**src/rtl/jam_pkg.sv**
```systemverilog
// Shared definitions for the JAM cost loader: table geometry, entry widths
// and the loader state encoding.
package jam_pkg;
  localparam int COST_W    = 7;
  localparam int MIN_W     = 10;
  localparam int N_ENTRIES = 64;

  typedef enum logic [1:0] {
    LOAD   = 2'd0,
    RUN    = 2'd1,
    REPORT = 2'd2
  } state_t;
endpackage

```
**src/rtl/jam_cost_ram.sv**
```systemverilog
// Cost table storage: one synchronous write port for the loader and one
// asynchronous read port so JAM sees table[W][J] in the same cycle.
module jam_cost_ram #(
  parameter int COST_W = 7,
  parameter int DEPTH  = 64,
  parameter int AW     = $clog2(DEPTH)
) (
  input  logic              clk,
  input  logic              we,
  input  logic [AW-1:0]     waddr,
  input  logic [COST_W-1:0] wdata,
  input  logic [AW-1:0]     raddr,
  output logic [COST_W-1:0] rdata
);
  logic [COST_W-1:0] mem [DEPTH];

  always_ff @(posedge clk) begin
    if (we) mem[waddr] <= wdata;
  end

  assign rdata = mem[raddr];
endmodule

```
**src/rtl/jam_cost_loader.sv**
```systemverilog
// Loads an 8x8 cost table from a valid/ready stream, holds JAM in reset while
// loading, then captures and reports JAM's result before re-arming.
module jam_cost_loader #(
  parameter int COST_W      = jam_pkg::COST_W,
  parameter int MIN_W       = jam_pkg::MIN_W,
  parameter int TIMEOUT_CYC = 65535
) (
  input  logic              CLK,
  input  logic              RST,
  input  logic              s_valid,
  output logic              s_ready,
  input  logic [COST_W-1:0] s_cost,
  input  logic              s_last,
  output logic              jam_rst,
  input  logic [2:0]        W,
  input  logic [2:0]        J,
  output logic [COST_W-1:0] Cost,
  input  logic              jam_valid,
  input  logic [MIN_W-1:0]  jam_min_cost,
  input  logic [3:0]        jam_match,
  output logic              res_valid,
  input  logic              res_ready,
  output logic [MIN_W-1:0]  res_min_cost,
  output logic [3:0]        res_match,
  output logic              err_proto,
  output logic              err_timeout
);
  import jam_pkg::*;

  localparam logic [15:0] WD_LAST = 16'(TIMEOUT_CYC - 1);

  state_t      state;
  logic [5:0]  wr_cnt;
  logic [15:0] wd_cnt;
  logic        beat;

  // s_ready is only high in LOAD, so a beat implies LOAD and the table
  // cannot change while JAM is running.
  assign beat = s_valid && s_ready;

  jam_cost_ram #(
    .COST_W(COST_W),
    .DEPTH (N_ENTRIES)
  ) u_ram (
    .clk  (CLK),
    .we   (beat),
    .waddr(wr_cnt),
    .wdata(s_cost),
    .raddr({W, J}),
    .rdata(Cost)
  );

  always_ff @(posedge CLK) begin
    if (RST) begin
      state        <= LOAD;
      wr_cnt       <= '0;
      wd_cnt       <= '0;
      s_ready      <= 1'b1;
      jam_rst      <= 1'b1;
      res_valid    <= 1'b0;
      res_min_cost <= '0;
      res_match    <= '0;
      err_proto    <= 1'b0;
      err_timeout  <= 1'b0;
    end else begin
      case (state)
        LOAD: begin
          if (beat) begin
            if (wr_cnt == 6'd63 && s_last) begin
              state   <= RUN;
              s_ready <= 1'b0;
              jam_rst <= 1'b0;
              wd_cnt  <= '0;
              wr_cnt  <= '0;
            end else if (s_last || wr_cnt == 6'd63) begin
              err_proto <= 1'b1;
              wr_cnt    <= '0;
            end else begin
              wr_cnt <= wr_cnt + 6'd1;
            end
          end
        end
        RUN: begin
          // JAM's Valid is not trusted in the cycle it leaves reset.
          if (jam_valid && wd_cnt != 16'd0) begin
            res_min_cost <= jam_min_cost;
            res_match    <= jam_match;
            res_valid    <= 1'b1;
            state        <= REPORT;
          end else if (wd_cnt == WD_LAST) begin
            err_timeout <= 1'b1;
            jam_rst     <= 1'b1;
            s_ready     <= 1'b1;
            wr_cnt      <= '0;
            state       <= LOAD;
          end else begin
            wd_cnt <= wd_cnt + 16'd1;
          end
        end
        REPORT: begin
          if (res_ready) begin
            res_valid <= 1'b0;
            jam_rst   <= 1'b1;
            s_ready   <= 1'b1;
            wr_cnt    <= '0;
            state     <= LOAD;
          end
        end
        default: state <= LOAD;
      endcase
    end
  end
endmodule
```
**config.mk**
```make
export PLATFORM = sky130hd
export DESIGN_NAME = jam_cost_loader
export DESIGN_NICKNAME = d
export VERILOG_FILES = /design/src/rtl/jam_pkg.sv /design/src/rtl/jam_cost_ram.sv /design/src/rtl/jam_cost_loader.sv
export SDC_FILE = /design/constraint.sdc
export NUM_CORES = 1
export LEC_CHECK = 0
export BUFFER_PORTS_ARGS = -buffer_cell sky130_fd_sc_hd__buf_2
export CAP_MARGIN = 20
export CORE_UTILIZATION = 55
export CTS_BUF_LIST = sky130_fd_sc_hd__clkbuf_4 sky130_fd_sc_hd__clkbuf_8
export DETAILED_ROUTE_END_ITERATION = 8
export PLACE_DENSITY = 0.72
export SYNTH_ARGS = -nofsm -noshare
export SYNTH_HDL_FRONTEND = slang
export SYNTH_HIERARCHICAL = 1
export SYNTH_SLANG_ARGS = --single-unit
```
**constraint.sdc**
```tcl
create_clock -name CLK -period 4 [get_ports CLK]
set_clock_uncertainty 0.15 [all_clocks]
set_input_delay 0.2 -clock CLK [delete_from_list [all_inputs] [get_ports CLK]]
set_output_delay 0.2 -clock CLK [all_outputs]
set_load 0.01 [all_outputs]
```
==> results.sh <==
export IMPL_status="finished, final reports clean"
export IMPL_crit_arrival_ns=2.50
export IMPL_cts_root_buf="clkbuf_8"
export IMPL_min_from="s_cost[4]"
export IMPL_ant_nets=0
export IMPL_synth_flop_cell="edfxtp_1"
export IMPL_irDropWorstVdd_mv=0.2649
export IMPL_clkTransAtPathRegs_ns=0.07
export IMPL_yosysSeqAreaShare_pct=72.23
export IMPL_drive_above_1_share_pct=26.01
export IMPL_drc=0
export IMPL_hold_viol=0
export IMPL_grt_antenna_before_repair=0
export IMPL_gr_usage_all_layers_pct=24.32
export IMPL_wl_mm=43.26
export IMPL_tns_ns=0
export IMPL_synth_warnings=6
export IMPL_post_route_period_util_pct=71.26
export IMPL_fmax_ghz=0.3508
export IMPL_cts_tree="yes"
export IMPL_vias_per_cell=6.240
export IMPL_utilization_pct=63.29
export IMPL_tightest_slew_ns=0.9683
export IMPL_grt_pass1_wl_mm=65.41
export IMPL_period_needed_ns=2.851
export IMPL_synth_top_area_cell="edfxtp_1"
export IMPL_synth_area_per_cell_um2=17.93
export IMPL_dp_hpwl_mm=26.01
export IMPL_ys_ff_latch=490
export IMPL_synth_edf_count=448
export IMPL_ctsResizeCount=0
export IMPL_holdPathStages=1
export IMPL_hold_class="input pin to flop"
export IMPL_synthArstFlopShare_pct=0
export IMPL_r2r_end="wd_cnt[4]"
export IMPL_postCtsSetupRepairBufs=0
export IMPL_synth_area_leaders="edfxtp_1, mux4_2, dfxtp_1, nor2_1, nand2_1"
export IMPL_worst_setup_path_type="flop to primary output"
export IMPL_drtPass1Iterations=6
export IMPL_ctsLongestPathBuffers=3
export IMPL_syn2layout_area_growth_pct=13.48
export IMPL_dr_first_iter_drc_count=921
export IMPL_overflow=0
export IMPL_r2r_start="wd_cnt[0]"
export IMPL_worstPathRequired_ns=3.65
export IMPL_start_util_pct=55.77
export IMPL_die_x_um=191.7
export IMPL_powerDensity_nw_per_um2=461.8
export IMPL_vias=10910
export IMPL_synthTopCellsByCount="edfxtp_1, mux4_2, nor2_1"
export IMPL_stdcell_area_um2=22460
export IMPL_slew_headroom_pct=35.21
export IMPL_synthDistinctLibCells=62
export IMPL_yosysTopAreaCellShare_pct=67.98
export IMPL_routabilityCongestion=0.8342
export IMPL_rsz0062_at_grt="false"
export IMPL_nFillCells=2412
export IMPL_dieArea_um2=36750
export IMPL_postCtsHoldBufs=20
export IMPL_critical_path_endpoint_type="primary output"
export IMPL_r2r_setup_slack_ns=1.20
export IMPL_hold_path_end="u_ram/mem[0][4]"
export IMPL_antennaDiodeCount=0
export IMPL_finalSetupViolCount=0
export IMPL_drv_cap=0
export IMPL_portBuffers=58
export IMPL_reg2reg_depth=7
export IMPL_io_pins=59
export IMPL_wire_per_inst_um=24.73
export IMPL_clk_latency_ns=0.61
export IMPL_nNetsFinal=1267
export IMPL_setup_ws_ns=1.149
export IMPL_grt_pass1_vias=10960
export IMPL_yosysMostFrequentCell="edfxtp_1"
export IMPL_grt_max_degree=65
export IMPL_drv_slew=0
export IMPL_cts_sinks=490
export IMPL_placed_area_um2=20530
export IMPL_num_rows=69
export IMPL_cp_max_fo=1
export IMPL_htreeDepth=3
export IMPL_die_y_um=191.7
export IMPL_dp_slack_ns=1.183
export IMPL_cts_inserted_buffers=78
export IMPL_synthCells=1104
export IMPL_p_leak_nw=7.169
export IMPL_startpoint_type="flop"
export IMPL_core_area_um2=35480
export IMPL_synth_fp_nets=1146
export IMPL_synth_area_um2=19790
[metrics by stage]
step	hold slack, ns	std cells	power (mW)
finish	0.04261	1749	10.37
global route	0.05866	1749	10.70
CTS	0.02942	1740	10.44
detailed placement	0.2930	1577	6.177
global placement	0.2895	1575	6.163
floorplan	0.1489	1104	5.975
[worst max-delay path: stages, from the launching register on]
cell and delay (ns):
edfxtp_1 0.36, mux4_2 0.47, a22oi_1 0.40, a41oi_1 0.25, a41o_1 0.27, buf_2 0.14
[how the worst max path moves through the flow]
stage	from	endpoint	cells after the start
CTS	u_ram/mem[53][0]	Cost[0]	5
detailed placement	J[0]	Cost[1]	7
global route	wd_cnt[0]	wd_cnt[12]	8
finish	u_ram/mem[53][0]	Cost[0]	5
floorplan	wd_cnt[0]	wd_cnt[2]	7
global placement	J[0]	Cost[5]	7
[kinds of logic after synthesis]
family / count (synthesis) / share of synthesized area (%)
AO/OA/AOI/OAI: 152 / 5.317
AND/OR/NAND/NOR: 248 / 6.152
adder cells (fa/ha/maj): 9 / 0.5690
buffers and inverters: 73 / 1.973
flip-flops: 490 / 72.23
XOR/XNOR: 1 / 0.04426
multiplexers: 131 / 13.72
[routing by layer]
layer	GRT usage (%)	vias to the layer above	wire, um
li1	-	4755	-
met1	34.25	5533	17640
met5	0	-	0
met3	5.207	83	3907
met2	37.67	543	20670
met4	8.913	0	1044
[report_power, final]
group / internal (mW) / total [mW] / switching [mW]
Sequential: 5.59 / 5.60 / 0.00466
Clock: 2.37 / 4.28 / 1.91
Combinational: 0.203 / 0.497 / 0.295
[state kept, by name, indices dropped and copies added, names as in the netlist]
name and count:
wr_cnt 6, err_timeout 1, u_ram/mem 448, res_min_cost 10
state 2, res_match 4, err_proto 1, wd_cnt 16
jam_rst 1, res_valid 1
[area by class of cell]
cell class / instances / area [um^2] / area share, %
clock inverters: 34 / 232.7 / 1.036
multi-input cells: 541 / 5106 / 22.74
repair buffers: 102 / 859.6 / 3.828
well taps: 461 / 576.8 / 2.568
flip-flops and latches: 490 / 14290 / 63.65
clock buffers: 109 / 1344 / 5.984
inverters: 12 / 45.04 / 0.2006
[placed cells by master (no fill, tap or decap), drive strengths merged, types with 17 or more instances in the layout]
cell / Yosys / final
mux2i: 17 / 17
clkinv: 1 / 29
mux4: 112 / 112
buf: 34 / 78
nor2: 90 / 90
a21oi: 39 / 39
clkbuf: 27 / 109
nand3: 21 / 21
nand2: 58 / 58
dlygate4sd3: 0 / 24
edfxtp: 448 / 448
dfxtp: 42 / 42
o21ai: 24 / 24
(Power assumes the default switching activity.)
